## config.mk

```make
export PLATFORM = sky130hd
export DESIGN_NAME = load_align_unit
export DESIGN_NICKNAME = d
export VERILOG_FILES = /design/src/rtl/lsu_pkg.sv /design/src/rtl/load_extend.sv /design/src/rtl/load_align_unit.sv
export SDC_FILE = /design/constraint.sdc
export NUM_CORES = 1
export LEC_CHECK = 0
export CAP_MARGIN = 20
export CELL_PAD_IN_SITES_DETAIL_PLACEMENT = 1
export CELL_PAD_IN_SITES_GLOBAL_PLACEMENT = 2
export CORE_ASPECT_RATIO = 0.5
export CORE_MARGIN = 5
export CORE_UTILIZATION = 26
export DETAILED_ROUTE_END_ITERATION = 10
export PLACE_DENSITY = 0.93
export SLEW_MARGIN = 20
export SYNTH_ARGS = -nofsm -noshare
export SYNTH_HDL_FRONTEND = slang
export SYNTH_SLANG_ARGS = --single-unit
```

## constraint.sdc

```tcl
create_clock -name clk -period 4.96 [get_ports clk]
set_input_delay 0.992 -clock clk [delete_from_list [all_inputs] [get_ports clk]]
set_output_delay 0.992 -clock clk [all_outputs]
set_load 0.02 [all_outputs]
```

## src/rtl/lsu_pkg.sv

```systemverilog
// lsu_pkg: load funct3 encodings, load FSM states and legality helpers
package lsu_pkg;
    localparam logic [2:0] F3_LB  = 3'b000;
    localparam logic [2:0] F3_LH  = 3'b001;
    localparam logic [2:0] F3_LW  = 3'b010;
    localparam logic [2:0] F3_LD  = 3'b011;
    localparam logic [2:0] F3_LBU = 3'b100;
    localparam logic [2:0] F3_LHU = 3'b101;
    localparam logic [2:0] F3_LWU = 3'b110;
    typedef enum logic [2:0] {IDLE, REQ0, WAIT0, REQ1, WAIT1, DONE} ld_state_t;
    function automatic logic f3_illegal(input logic [2:0] f3, input int xlen);
        return f3 == 3'b111 || (xlen == 32 && (f3 == F3_LD || f3 == F3_LWU));
    endfunction
    function automatic logic f3_misaligned(input logic [2:0] f3, input logic [2:0] off);
        return (f3[1:0] == 2'b01 && off[0]) || (f3[1:0] == 2'b10 && off[1:0] != 2'b00) ||
               (f3[1:0] == 2'b11 && off != 3'b000);
    endfunction
endpackage

```

## src/rtl/load_extend.sv

```systemverilog
// load_extend: shift a (possibly two-beat) load response by the byte offset and sign/zero-extend per funct3
module load_extend import lsu_pkg::*; #(
    parameter int XLEN = 32
) (
    input  logic [2*XLEN-1:0]          data,
    input  logic [$clog2(XLEN/8)-1:0]  off,
    input  logic [2:0]                 funct3,
    output logic [XLEN-1:0]            result
);
    logic [XLEN-1:0] sh;
    // bring the addressed byte to bit 0, then extend the field funct3 names
    always_comb begin
        sh = XLEN'(data >> {off, 3'b000});
        result = funct3 == F3_LB  ? XLEN'($signed(sh[7:0])) :
                 funct3 == F3_LH  ? XLEN'($signed(sh[15:0])) :
                 funct3 == F3_LW  ? XLEN'($signed(sh[31:0])) :
                 funct3 == F3_LBU ? XLEN'(sh[7:0]) :
                 funct3 == F3_LHU ? XLEN'(sh[15:0]) :
                 funct3 == F3_LWU ? XLEN'(sh[31:0]) :
                 funct3 == F3_LD  ? sh : '0;
    end
endmodule

```

## src/rtl/load_align_unit.sv

```systemverilog
// load_align_unit: one-at-a-time load path issuing aligned bus reads and returning extended data; LOAD_MISALIGN_SPLIT_EN splits misaligned loads into two reads
module load_align_unit import lsu_pkg::*; #(
    parameter int XLEN   = 32,
    parameter int ADDR_W = 32,
    parameter int TAG_W  = 5
) (
    input  logic              clk,
    input  logic              rst,
    input  logic              req_valid,
    output logic              req_ready,
    input  logic [ADDR_W-1:0] req_addr,
    input  logic [2:0]        req_funct3,
    input  logic [TAG_W-1:0]  req_tag,
    output logic              bus_req_valid,
    input  logic              bus_req_ready,
    output logic [ADDR_W-1:0] bus_req_addr,
    input  logic              bus_rsp_valid,
    input  logic [XLEN-1:0]   bus_rsp_data,
    output logic              wb_valid,
    input  logic              wb_ready,
    output logic [XLEN-1:0]   wb_data,
    output logic [TAG_W-1:0]  wb_tag,
    output logic              wb_exc
);
    localparam int B  = XLEN / 8;
    localparam int OW = $clog2(B);
    ld_state_t         state;
    logic [OW-1:0]     off;
    logic [2:0]        f3;
    logic [OW-1:0]     req_off;
    logic              req_mis;
    logic              req_bad;
    logic [2*XLEN-1:0] ext_in;
    logic [XLEN-1:0]   ext_out;
    assign req_ready = state == IDLE;
    assign req_off   = req_addr[OW-1:0];
    assign req_mis   = f3_misaligned(req_funct3, 3'(req_off));
`ifdef LOAD_MISALIGN_SPLIT_EN
    logic            mis;
    logic [XLEN-1:0] rsp0;
    assign req_bad = f3_illegal(req_funct3, XLEN);
    assign ext_in  = state == WAIT1 ? {bus_rsp_data, rsp0} : {{XLEN{1'b0}}, bus_rsp_data};
`else
    assign req_bad = f3_illegal(req_funct3, XLEN) || req_mis;
    assign ext_in  = {{XLEN{1'b0}}, bus_rsp_data};
`endif
    load_extend #(.XLEN(XLEN)) u_ext (
        .data   (ext_in),
        .off    (off),
        .funct3 (f3),
        .result (ext_out)
    );
    // load sequencer: accept, issue aligned read(s), collect response(s), hold result until writeback takes it
    always_ff @(posedge clk) begin
        if (rst) begin
            state         <= IDLE;
            off           <= '0;
            f3            <= '0;
            bus_req_valid <= 1'b0;
            bus_req_addr  <= '0;
            wb_valid      <= 1'b0;
            wb_data       <= '0;
            wb_tag        <= '0;
            wb_exc        <= 1'b0;
`ifdef LOAD_MISALIGN_SPLIT_EN
            mis           <= 1'b0;
            rsp0          <= '0;
`endif
        end else begin
            case (state)
                IDLE: if (req_valid) begin
                    off    <= req_off;
                    f3     <= req_funct3;
                    wb_tag <= req_tag;
`ifdef LOAD_MISALIGN_SPLIT_EN
                    mis    <= req_mis;
`endif
                    if (req_bad) begin
                        state    <= DONE;
                        wb_valid <= 1'b1;
                        wb_exc   <= 1'b1;
                        wb_data  <= '0;
                    end else begin
                        state         <= REQ0;
                        bus_req_valid <= 1'b1;
                        bus_req_addr  <= req_addr & ~ADDR_W'(B - 1);
                    end
                end
                REQ0: if (bus_req_ready) begin
                    bus_req_valid <= 1'b0;
                    state         <= WAIT0;
                end
                WAIT0: if (bus_rsp_valid) begin
`ifdef LOAD_MISALIGN_SPLIT_EN
                    if (mis) begin
                        rsp0          <= bus_rsp_data;
                        bus_req_valid <= 1'b1;
                        bus_req_addr  <= bus_req_addr + ADDR_W'(B);
                        state         <= REQ1;
                    end else begin
                        wb_data  <= ext_out;
                        wb_exc   <= 1'b0;
                        wb_valid <= 1'b1;
                        state    <= DONE;
                    end
`else
                    wb_data  <= ext_out;
                    wb_exc   <= 1'b0;
                    wb_valid <= 1'b1;
                    state    <= DONE;
`endif
                end
`ifdef LOAD_MISALIGN_SPLIT_EN
                REQ1: if (bus_req_ready) begin
                    bus_req_valid <= 1'b0;
                    state         <= WAIT1;
                end
                WAIT1: if (bus_rsp_valid) begin
                    wb_data  <= ext_out;
                    wb_exc   <= 1'b0;
                    wb_valid <= 1'b1;
                    state    <= DONE;
                end
`endif
                DONE: if (wb_ready) begin
                    wb_valid <= 1'b0;
                    state    <= IDLE;
                end
                default: state <= IDLE;
            endcase
        end
    end
endmodule
```

Yosys cells after proc, flatten, opt, wreduce, memory -nomap -nowiden. Cells that the tools add are included.

Reduce and logical (&&, ||, !) cells: 20. Shift-type cells: 1. Equality and inequality tests: 21. Multiplexer cells: 28. Bitwise gates (word level): 1.

Operators with widths (count): $mux W32 (10); $pmux W32 S2 (1); $shr A32 B5 Y32 (1); $eq A3 B3 Y1 const B (6); $mux W3 (5); $eq A3 B2 Y1 const B (4); $pmux W3 S4 (1); $reduce_and A4 Y1 (3); $ne A2 B2 Y1 const B (5); $mux W1 (8); $eq A3 B1 Y1 const B (2); $logic_not A3 Y1 (2); $reduce_bool A2 Y1 (3); $logic_or A1 B1 Y1 (5); $reduce_and A5 Y1 (1); $eq A2 B2 Y1 const B (2); $pmux W1 S2 (2); $logic_and A1 B1 Y1 (3); $pmux W1 S3 (1); $reduce_and A3 Y1 (1); $reduce_bool A3 Y1 (1); $eq A2 B1 Y1 const B (1); $ne A2 B1 Y1 const B (1); $reduce_and A2 Y1 (1); $not A1 Y1 (1).

Bits in registers: 78. Input port bits: 78. Logic and storage cells: 80. Output and inout bits: 73.

Depth between registers and ports, before layout.
Depth in word-level cells: 10. Depth in mapped cells: 7. Depth with buffers taken out: 4.

Cells and area by module. A second synthesis with hierarchy kept.

Cells, all modules: 405. Area total of the unflattened synthesis: 4181.5 um2.

Modules (own cells, without submodules): load_align_unit (sequential area each 1561.5 um2, times used 1, cells an instance 293, area an instance 2989.1 um2); load_extend (sequential area each 0.0 um2, times used 1, cells an instance 112, area an instance 1192.4 um2).

Worst setup path after synthesis. OpenSTA, ideal clock, no wires.

Path type: input to register. Start: input port req_valid. End: register wb_data[15]. Required time: 4.843 ns. Stages on the path: 6. Arrival: 2.415 ns. Path buffers: 2. Setup time: 0.117 ns. Slack: 2.429 ns. Cells stage by stage: or4b_1 -> or3_1 -> and3b_1 -> buf_2 -> buf_6 -> a22o_1.

Word-level cells in the longest chain between the ends: 2.

Ends and longest elaborated chain: from (decl) (RTL line load_align_unit.sv:9) `input logic req_valid,`; $ne A2 B2 Y1 (no line); $reduce_and A4 Y1 (no line); to (signal assigned) (RTL line load_align_unit.sv:107) `wb_data <= ext_out;`; to (decl) (RTL line load_align_unit.sv:21) `output logic [XLEN-1:0] wb_data,`.

No other way between the ends. A chain may end at the register's enable or synchronous reset.

Worst setup path after layout.
Start: input port req_valid. End: register wb_data[13].

The elaborated chain is that of the path after synthesis.

==> run_results.csv <==
group,metric,value,unit
outcome,status,"completed",
worst_setup_path,setup.worst_path.end_class,"register",
worst_setup_path,critPathRequiredTime,5.19,ns
worst_setup_path,path_buf_inv,1,
timing,hold_viol,0,
placement,numPortBuffers,148,
synthesis,synthFlopType,"dfxtp_1",
clock_tree,postCtsHoldBufs,0,
synthesis,synth-seq-cells,78,
clock_tree,cts-root-buf,"clkbuf_16",
layout,fin_nets,568,
layout,antennaDiodeCount,0,
power_and_ir_drop,ir_drop,0.1494,mV
worst_hold_path,hp-class,"reg -> reg",
route,first_iter_violations,122,
synthesis,synth_area,3431,um^2
floorplanning,io_pins,151,
timing,relSlewSlack,0.2203,
timing,fin_crit,3.433,ns
clock_tree,cts.sinks,78,
route,drt_pass1_iterations,4,
global_routing,track_usage,0.1475,
clock_tree,htreeDepth,3,
clock_tree,clock_latency,0.34,ns
global_routing,grt_overflow,0,
global_routing,antenna_found_initial,0,
power_and_ir_drop,leakage,2.068,nW
synthesis,synth_cell_types,39,
route,via_count,3183,
layout,area_growth,55.54,%
global_routing,first_global_vias,3375,
worst_setup_path,crit_path_cell_trace,"clkdlybuf4s50_1, or4b_1, or3_1, and3b_1, a22o_1",
layout,final_util,0.4166,
layout,seqCellArea,1562,um^2
synthesis,yosysWarnings,0,
route,wl_per_cell,17.88,um
timing,skew,0.008307,ns
job,drv_cap,0,
placement,dp.final_hpwl,8632,um
worst_setup_path,crit_type,"in -> reg",
synthesis,synth_cells,358,
floorplanning,die-area,15730,um^2
floorplanning,rows,29,
timing,setup_tns,0,ns
timing,tightest_slew,1.163,ns
clock_tree,postCtsSetupBuffers,0,
synthesis,synth_area_leaders,"dfxtp_1 (46%), mux2i_1 (11%), mux2_2 (5.3%)",
layout,drive_gt1_frac,0.08687,
route,postRouteAntennaNets,0,
clock_tree,cts_tree,"yes",
timing,rsz0062_at_grt,"no",
timing,timing.hold.ws,0.4533,ns
layout,fin_area,5336,um^2
route,via_per_inst,4.786,
worst_setup_path,critPathMaxFanout,24,
floorplanning,start_util,0.2679,
placement,place_area,5014,um^2
route,route.detailed.drc,0,
synthesis,synth_area_per_cell,9.583,um^2
synthesis,netlist.area_leader.share,0.4551,
global_routing,grt_pass1_wl,18400,um
timing,slew_viol_final,0,
route,wirelength,11890,um
worst_setup_path,slowest_delay,0.65,ns
placement,place_congestion,0.7567,
worst_setup_path,slowest_stage,"or4b_1",
global_routing,grt_start_max_net_pins,58,
timing,min_period_over_period,0.6921,
clock_tree,post_cts_resized,0,
layout,nFillCells,1427,
layout,multi_input_area,1707,um^2
power_and_ir_drop,powerDensity,324.3,nW/um^2
clock_tree,cts_buffers,9,
synthesis,async_reset_ff_frac,0,
floorplanning,die_w,172.5,um
clock_tree,cts.clk_slew.worst_paths,0.06,ns
floorplanning,die_y,91.23,um
synthesis,ys_seq_area_frac,0.4551,
timing,fmax,0.2913,GHz
timing,setup_viol,0,
worst_setup_path,cp.arrival,3.66,ns
worst_setup_path,start_kind,"input port",
power_and_ir_drop,p_total,1.731,mW
worst_setup_path,crit_family,"simple AND/OR/NAND/NOR gates",
synthesis,yosysTopAreaCell,"dfxtp_1",
synthesis,synth-edff-count,0,
floorplanning,design.core.area,12810,um^2
clock_tree,max-clock-path-buffers,2,
==> final cells by class <==
cell class / instances / share of cell area
Clock inverter: 6 / 0.01758
Multi-Input combinational cell: 243 / 0.3198
Tap cell: 170 / 0.03986
Timing Repair Buffer: 153 / 0.2837
Inverter: 5 / 0.003517
Clock buffer: 10 / 0.04291
Sequential cell: 78 / 0.2926
==> layer usage <==
metal	GRT usage	share of wire
met3	0.05249	0.067
met1	0.1820	0.44
met4	0.03139	0.0093
met2	0.2487	0.48
met5	0	0
==> path summary, 6_finish.rpt <==
| path | slack (ns) | depth (start not counted) | to | from |
|---|---|---|---|---|
| worst min register to register | 0.45 | 2 | bus_req_valid | bus_req_valid |
| worst max register to register | 2.17 | 4 | wb_data[13] | state[0] |
| worst max-delay path | 1.53 | 5 | wb_data[13] | req_valid |
| worst min-delay path | 0.45 | 2 | bus_req_valid | bus_req_valid |
==> state kept, by name, summed over array words and instances, names as in the netlist <==
| signal | flops |
|---|---|
| f3 | 3 |
| wb_valid | 1 |
| bus_req_addr | 30 |
| state | 3 |
| wb_tag | 5 |
| off | 2 |
| bus_req_valid | 1 |
| wb_exc | 1 |
| wb_data | 32 |
==> cells in the mapped netlist, types with 2 or more instances <==
cell / count
mux2i_1: 38
buf_4: 2
o2bb2ai_1: 16
a21oi_1: 25
nand2_1: 29
o21ai_1: 2
nand3b_1: 2
a22oi_1: 16
buf_6: 4
nor2_1: 32
o21ai_0: 15
nor3_1: 3
nor4b_1: 2
buf_1: 2
inv_1: 5
nor2b_1: 2
dfxtp_1: 78
a22o_1: 8
o211ai_1: 3
clkbuf_1: 22
or3_1: 2
o31ai_1: 8
a31o_2: 2
mux2_2: 16
nand4b_1: 8
buf_2: 3
==> cells by family (layout without fill, tap and decap cells) <==
group | after synthesis | in the layout | synth area share
compound gates | 97 | 97 | 0.1915
buf+inv | 38 | 174 | 0.05361
flops | 78 | 78 | 0.4551
mux | 55 | 55 | 0.1699
other cells | 1 | 2 | 0.001093
simple gates | 89 | 89 | 0.1287
==> through the flow <==
step | cells | setup WS (ns)
5_1_grt | 665 | 1.426
4_1_cts | 665 | 1.555
3_5_place_dp | 649 | 1.192
6_report | 665 | 1.527
3_3_place_gp | 649 | 1.280
2_1_floorplan | 359 | 2.429
==> power breakdown <==
| group | total [mW] | switching, mW | internal, mW |
|---|---|---|---|
| logic | 0.329 | 0.162 | 0.166 |
| clock network | 0.723 | 0.277 | 0.446 |
| registers | 0.679 | 0.0258 | 0.654 |
| total | 1.73 | 0.465 | 1.27 |
==> worst reg2reg max path: cells and delay by family, from the launching register on <==
family           cells  cell delay (ns)
AND/OR/NAND/NOR      3             1.90
AO/OA/AOI/OAI        1             0.39
flip-flops           1             0.40
==> cells in the final DEF, fill, tap and decap left out, types with 8 or more instances in the layout <==
master / n
nand4b_1: 8
clkbuf_16: 9
o31ai_1: 8
mux2_2: 16
nor2_1: 32
clkdlybuf4s50_1: 147
mux2i_1: 38
dfxtp_1: 78
a21oi_1: 25
o2bb2ai_1: 16
a22oi_1: 16
nand2_1: 29
o21ai_0: 15
a22o_1: 8
Note: power is estimated with default switching activity, not from simulation.
